## config.mk

```make
export PLATFORM = sky130hd
export DESIGN_NAME = pong_game_ctrl
export DESIGN_NICKNAME = d
export VERILOG_FILES = /design/src/rtl/pong_game_ctrl.sv
export SDC_FILE = /design/constraint.sdc
export NUM_CORES = 1
export LEC_CHECK = 0
export ABC_CLOCK_PERIOD_IN_PS = 1900
export CORE_MARGIN = 1.5
export CORE_UTILIZATION = 30
export DETAILED_ROUTE_END_ITERATION = 16
export GPL_TIMING_DRIVEN = 0
export PLACE_DENSITY_LB_ADDON = 0.12
export REMOVE_ABC_BUFFERS = 1
export SLEW_MARGIN = 20
export SYNTH_ARGS = -nofsm -noshare
export SYNTH_HDL_FRONTEND = slang
export SYNTH_SLANG_ARGS = --single-unit
```

## constraint.sdc

```tcl
create_clock -name i_clk -period 1.9 [get_ports i_clk]
set_input_delay 0.19 -clock i_clk [delete_from_list [all_inputs] [get_ports i_clk]]
set_output_delay 0.19 -clock i_clk [all_outputs]
set_load 0.02 [all_outputs]
```

## src/rtl/pong_game_ctrl.sv

```systemverilog
// Game-flow controller for Pong: holds/serves the ball, times the serve and
// point pauses in frame ticks, keeps both BCD scores and declares the winner.
module pong_game_ctrl #(
    parameter int WIN_SCORE    = 9,
    parameter int SERVE_FRAMES = 60,
    parameter int POINT_FRAMES = 90
) (
    input  logic       i_clk,
    input  logic       i_rst_n,
    input  logic       i_frame_tick,
    input  logic       i_start,
    input  logic       i_miss_left,
    input  logic       i_miss_right,
    output logic       o_ball_run,
    output logic       o_ball_hold,
    output logic       o_serve_dir,
    output logic [3:0] o_score1,
    output logic [3:0] o_score2,
    output logic       o_point,
    output logic       o_game_over,
    output logic       o_winner,
    output logic [2:0] o_state
);

    typedef enum logic [2:0] {
        S_IDLE     = 3'd0,
        S_SERVE    = 3'd1,
        S_PLAY     = 3'd2,
        S_POINT    = 3'd3,
        S_GAMEOVER = 3'd4
    } state_t;

    state_t     state;
    state_t     state_nxt;
    logic       start_q;
    logic       start_rise;
    logic [7:0] frame_cnt;
    logic [7:0] frame_last;
    logic       timed;
    logic       expire;
    logic       inc1;
    logic       inc2;
    logic       clear_game;

    // Frame timer: a timed state expires on the tick that arrives at count N-1.
    always_comb begin
        timed      = (state == S_SERVE) || (state == S_POINT);
        frame_last = (state == S_SERVE) ? 8'(SERVE_FRAMES - 1) : 8'(POINT_FRAMES - 1);
        expire     = timed && i_frame_tick && (frame_cnt == frame_last);
    end

    // NOTE: every signal written here gets a default first, so no latch is inferred.
    always_comb begin
        state_nxt  = state;
        inc1       = 1'b0;
        inc2       = 1'b0;
        clear_game = 1'b0;
        case (state)
            S_IDLE: begin
                if (start_rise) state_nxt = S_SERVE;
            end
            S_SERVE: begin
                if (expire) state_nxt = S_PLAY;
            end
            S_PLAY: begin
                if (i_miss_left && i_miss_right) begin
                    state_nxt = S_SERVE;
                end else if (i_miss_right) begin
                    inc1      = 1'b1;
                    state_nxt = (o_score1 + 4'd1 == 4'(WIN_SCORE)) ? S_GAMEOVER : S_POINT;
                end else if (i_miss_left) begin
                    inc2      = 1'b1;
                    state_nxt = (o_score2 + 4'd1 == 4'(WIN_SCORE)) ? S_GAMEOVER : S_POINT;
                end
            end
            S_POINT: begin
                if (expire) state_nxt = S_SERVE;
            end
            S_GAMEOVER: begin
                if (start_rise) begin
                    clear_game = 1'b1;
                    state_nxt  = S_SERVE;
                end
            end
            default: state_nxt = S_IDLE;
        endcase
    end

    // NOTE: sequential state uses non-blocking assignments so every flop samples pre-edge values.
    always_ff @(posedge i_clk or negedge i_rst_n) begin
        if (!i_rst_n) begin
            state       <= S_IDLE;
            start_q     <= 1'b1;  // a button held through reset must not look like a press
            start_rise  <= 1'b0;
            frame_cnt   <= 8'd0;
            o_ball_run  <= 1'b0;
            o_ball_hold <= 1'b1;
            o_serve_dir <= 1'b0;
            o_score1    <= 4'd0;
            o_score2    <= 4'd0;
            o_point     <= 1'b0;
            o_game_over <= 1'b0;
            o_winner    <= 1'b0;
        end else begin
            start_q     <= i_start;
            start_rise  <= i_start && !start_q;
            state       <= state_nxt;
            o_ball_run  <= (state_nxt == S_PLAY);
            o_ball_hold <= (state_nxt != S_PLAY);
            o_game_over <= (state_nxt == S_GAMEOVER);
            o_point     <= inc1 || inc2;

            // Any state change restarts the timer, which also drops an entry-cycle tick.
            if (state_nxt != state) begin
                frame_cnt <= 8'd0;
            end else if (timed && i_frame_tick) begin
                frame_cnt <= frame_cnt + 8'd1;
            end

            if (clear_game) begin
                o_score1    <= 4'd0;
                o_score2    <= 4'd0;
                o_serve_dir <= 1'b0;
                o_winner    <= 1'b0;
            end else if (inc1) begin
                o_score1    <= o_score1 + 4'd1;
                o_serve_dir <= 1'b0;
                if (state_nxt == S_GAMEOVER) o_winner <= 1'b0;
            end else if (inc2) begin
                o_score2    <= o_score2 + 4'd1;
                o_serve_dir <= 1'b1;
                if (state_nxt == S_GAMEOVER) o_winner <= 1'b1;
            end
        end
    end

    assign o_state = state;

endmodule
```

## Word level (Yosys, flattened, before mapping)

Index checks and enable logic that the tools add are counted.

| cells by class | value |
|---|---|
| add/subtract/negate cells | 3 |
| eq/ne operators | 12 |
| muxes and demuxes | 34 |
| reduce and logical (&&, ||, !) cells | 16 |

Operators with widths:

| cell | number |
|---|---|
| $mux 3 | 8 |
| $mux 4 | 5 |
| $mux 1 | 17 |
| $mux 8 | 2 |
| $pmux 3 s4 | 1 |
| $eq 3x2->1 const B | 3 |
| $add 4x1->4 const B | 2 |
| $add 8x1->8 const B | 1 |
| $eq 4x4->1 const B | 2 |
| $eq 8x7->1 | 1 |
| $reduce_bool 2->1 | 4 |
| $mux 7 | 1 |
| $eq 3x3->1 const B | 2 |
| $logic_and 1x1->1 | 4 |
| $reduce_and 2->1 | 2 |
| $eq 3x1->1 const B | 1 |
| $logic_not 3->1 | 1 |
| $ne 3x2->1 const B | 1 |
| $ne 3x3->1 | 1 |
| $reduce_bool 3->1 | 1 |
| $logic_or 1x1->1 | 2 |
| $ne 2x1->1 const B | 1 |
| $reduce_or 2->1 | 1 |
| $logic_not 1->1 | 1 |

| storage, ports and cells | value |
|---|---|
| bits in registers | 27 |

## Depth between registers and ports, before layout

| depth | value |
|---|---|
| depth after elaboration | 12 |
| depth in mapped cells | 8 |

## Least setup slack after synthesis

Ideal clock, no wire load.

| path | value |
|---|---|
| path type | reg2reg |
| from | register o_score2[0] |
| to | register state[0] (netlist: o_state[0]) |
| setup time | 0.133 ns |
| data arrival time | 1.608 ns |
| required time | 1.767 ns |
| slack | 0.159 ns |
| stages on the path, launching flop included | 7 |
| clock period less this slack | 1.741 ns |
| path through | dfrtp_1 > ha_1 > nand2b_1 > nand4_1 > o31ai_2 > o22ai_1 > nand2b_1 |

| between the ends | value |
|---|---|
| longest elaborated chain between the ends | 7 |

RTL lines:

| item | line | source |
|---|---|---|
| start: declaration | 18 | `output logic [3:0] o_score2,` |
| start signal: assignment | 130 | `o_score2 <= o_score2 + 4'd1;` |
| $add 4x1->4 | 73 | `state_nxt = (o_score2 + 4'd1 == 4'(WIN_SCORE)) ? S_GAMEOVER : S_POINT;` |
| $eq 4x4->1 | 73 |  |
| $mux 3 | 73 |  |
| $mux 3 | 71 | `end else if (i_miss_left) begin` |
| $mux 3 | 68 | `end else if (i_miss_right) begin` |
| $mux 3 | 66 | `if (i_miss_left && i_miss_right) begin` |
| $pmux 3 s4 | 58 | `case (state)` |
| via state_nxt[0] | 34 | `state_t state_nxt;` |
| end signal: assignment | 107 | `state <= state_nxt;` |
| end: declaration | 33 | `state_t state;` |

The timed path passes the listed nets, and every way through them passes these cells.
A chain may end at the register's enable or synchronous reset.

## Final worst setup path

Ends and elaborated chain as after synthesis.

==> results.tsv <==
stage	metric	value	unit
setup_path	Crit-path slowest cell	dfrtp_1	
clock_network	Root Driver	clkbuf_8	
die	Core Region	5170	um2
sta	Final Hold Fails	0	
global_route	total track usage	0.123	
setup_path	most frequent CP cell	nand2b_1	
setup_path	critical path cell sequence	ha_1, nand2b_1, nand4_1, o31ai_4, o22ai_1, nand2b_1	
synthesis	Yosys Warn Count	0	
sta	endpoints failing setup	0	
die	Total Die Area	5870	um2
placed_design	GP Congestion	0.810	
setup_path	reg-to-reg setup timing slack	0.11	ns
synthesis	Synth Area per Inst	10.8	um2
final_layout	Layout area overhead	21.4	%
synthesis	Mapped Area	1630	um2
sta	setup_tns	0	ns
setup_path	largest fanout on the critical path	6	
synthesis	Yosys reg bits	27	
setup_path	WP data arrival	1.94	ns
global_route	grt total ovfl	0	
power	Peak supply drop	444	uV
final_layout	fraction of layout cells with a size suffix above 1	0.190	
global_route	largest net degree at the start of global routing	28	
setup_path	Setup crit start kind	register	
clock_network	CTS buffer count	3	
setup_path	Crit. End Element	register	
synthesis	register area share after synthesis	0.417	
final_layout	Antenna diodes	0	
drt	drc violations	0	
synthesis	Post-Syn Instances	150	
setup_path	Crit path required time	2.05	ns
clock_network	CTS tree	yes	
final_layout	commonest non-fill, non-tap cell in the layout	dfrtp_1	
clock_network	Skew-Pair Late Insertion Delay	0.27	ns
drt	DR iter-0 viols	28	
power	Clock Power Share	0.202	
synthesis	synth unique cells	52	
final_layout	commonest cells after routing, fill and taps aside	23 x dfrtp_1, 21 x clkdlybuf4s50_1, 15 x nand2_1	
drt	DR pass1 iterations	4	
power	total net switching power	0.000512	W
die	I/O pin cnt	23	
final_layout	Final Cell Area	1970	um2
sta	period utilization	0.944	
final_layout	Non-Filler Instances	244	
placed_design	Buffers on Ports	22	
drt	Routed Antenna Nets	0	
final_layout	FILL cells	516	
setup_path	WS Path Type	reg2reg	
clock_network	Clock transition at path regs	0.09	ns
global_route	vias in the first global route	1223	
placed_design	dpl hpwl	2460	um
final_layout	fin util	0.381	
sta	min Tclk post-route	1.79	ns
drt	Via density	4.86	
drt	vias	1187	
drt	Post-Route WL	3330	um
synthesis	ys flop type	dfrtp_1	
drt	DR WL/cell	13.6	um
synthesis	number of synthesized flops with an enable pin	0	
die	# rows	26	
die	die width	76.6	um
sta	RSZ-0062 raised after global routing	false	
global_route	first-pass GRT wire length	5770	um
placed_design	Placed Cells	238	
sta	final worst clock skew	0.00107	ns
power	sequential power share	0.497	
clock_network	Longest Clk Path Bufs	2	
setup_path	slowest cell delay on critical path	0.45	ns
clock_network	H-tree levels	1	
hold_path	Min-Delay Path Class	in2reg	
clock_network	CTS Sinks	27	
sta	Worst-Margin Slew	0.606	ns
die	initial core utilization	0.314	
sta	Slew headroom	0.596	
power	Int Power	0.00106	W
power	Pleak	0.754	nW
die	die height	76.6	um
sta	max-slew violation count	0	
placed_design	Placement Cell Area	1890	um2
global_route	initial antenna violation count	0	
sta	fmax	0.557	GHz
power	Gate power share	0.301	
power	P per Cell Area	796	nW/um2
final_layout	Layout Nets	186	
job	Max Cap Violations	0	
synthesis	asr flop ratio synth	1.00	
power	Net Sw Frac	0.326	
outcome	status	finished, final reports clean	
[area by class of cell]
cell class,count,area (um2),area share
multi-input combinational,113,905,0.458
clock buffer,4,45.0,0.0228
tap,70,87.6,0.0444
timing repair buffer,24,233,0.118
inverter,6,22.5,0.0114
sequential,27,681,0.345
[logic make-up (layout without fill, tap and decap cells)]
| logic type | Yosys count | count (layout) | share of synthesized area |
|---|---|---|---|
| AOI/OAI and AO/OA | 38 | 38 | 0.217 |
| xor gates and xnor gates | 11 | 11 | 0.0593 |
| adders and majority gates | 5 | 5 | 0.0385 |
| buffers and inverters | 10 | 34 | 0.0393 |
| DFF | 27 | 27 | 0.417 |
| muxes | 1 | 1 | 0.00616 |
| and+or+nand+nor | 58 | 58 | 0.222 |
[synth_stat cells (2+ instances only)]
cell type	count	area [um2]
nand2b_1	5	31.3
xor2_1	8	70.1
nand2_1	15	56.3
inv_1	6	22.5
a211oi_2	8	100
dfrtp_1	25	626
nor3_1	2	10.0
nand3_1	13	65.1
nand4_1	3	18.8
nor2_1	4	15.0
ha_1	5	62.6
buf_6	3	33.8
a2bb2oi_1	2	17.5
xnor2_1	3	26.3
o21ai_0	10	50.1
dfstp_2	2	52.6
[metal layers]
metal,share of wire,GRT usage
met1,0.46,0.145
met2,0.50,0.223
met3,0.020,0.0192
met4,0.012,0.0444
met5,0,0
[critical path: cells and delay by family (launching register included)]
family                     cells  cell delay, ns
AOI/OAI and AO/OA              2            0.50
and+or+nand+nor                3            0.48
DFF                            1            0.45
adders and majority gates      1            0.24
[power by group through the flow]
stage | Sequential [W] | Combinational (W) | Clock, W
after floorplan | 0.000777 | 0.000357 | 0
after global placement | 0.000789 | 0.000465 | 0
after detailed placement | 0.000787 | 0.000477 | 0
after CTS | 0.000779 | 0.000480 | 0.000334
after global routing | 0.000800 | 0.000517 | 0.000361
final | 0.000781 | 0.000472 | 0.000317
[sequential cells by signal, summed over array words and instances, names as in the netlist]
register and count:
frame_cnt 8, o_ball_hold 1, o_ball_run 1, o_game_over 1
o_point 1, o_score1 4, o_score2 4, o_serve_dir 1
o_state 3, o_winner 1, start_q 1, start_rise 1
[per-stage QoR]
step	power [W]	hold slack, ns	setup slack, ns
2_1_floorplan	0.00113	-0.106	0.0667
3_3_place_gp	0.00125	0.472	-0.120
3_5_place_dp	0.00126	0.243	-0.164
4_1_cts	0.00159	0.340	0.0191
5_1_grt	0.00168	0.335	0.000289
6_report	0.00157	0.346	0.106
[worst paths after layout]
path | from | to | cells past startpoint
setup / recovery | o_score2[0]$_DFFE_PN0P_ | o_state[0]$_DFF_PN0_ | 6
hold / removal | i_start | start_q$_DFF_PN1_ | 1
setup reg to reg | o_score2[0]$_DFFE_PN0P_ | o_state[0]$_DFF_PN0_ | 6
hold reg to reg | start_q$_DFF_PN1_ | start_rise$_DFF_PN0_ | 1
max in group asynchronous | i_rst_n | o_state[1]$_DFF_PN0_ | 2
min in group asynchronous | i_rst_n | o_score2[2]$_DFFE_PN0P_ | 2
[repair_timing]
item                       CTS  global route
resized for setup            2             4
pin swaps                    0             3
hold buffers                 1             0
setup endpoints to repair   12            14
setup buffers                0             1
hold endpoints to repair    25             0
No activity file was read; power rests on OpenSTA's default activity.
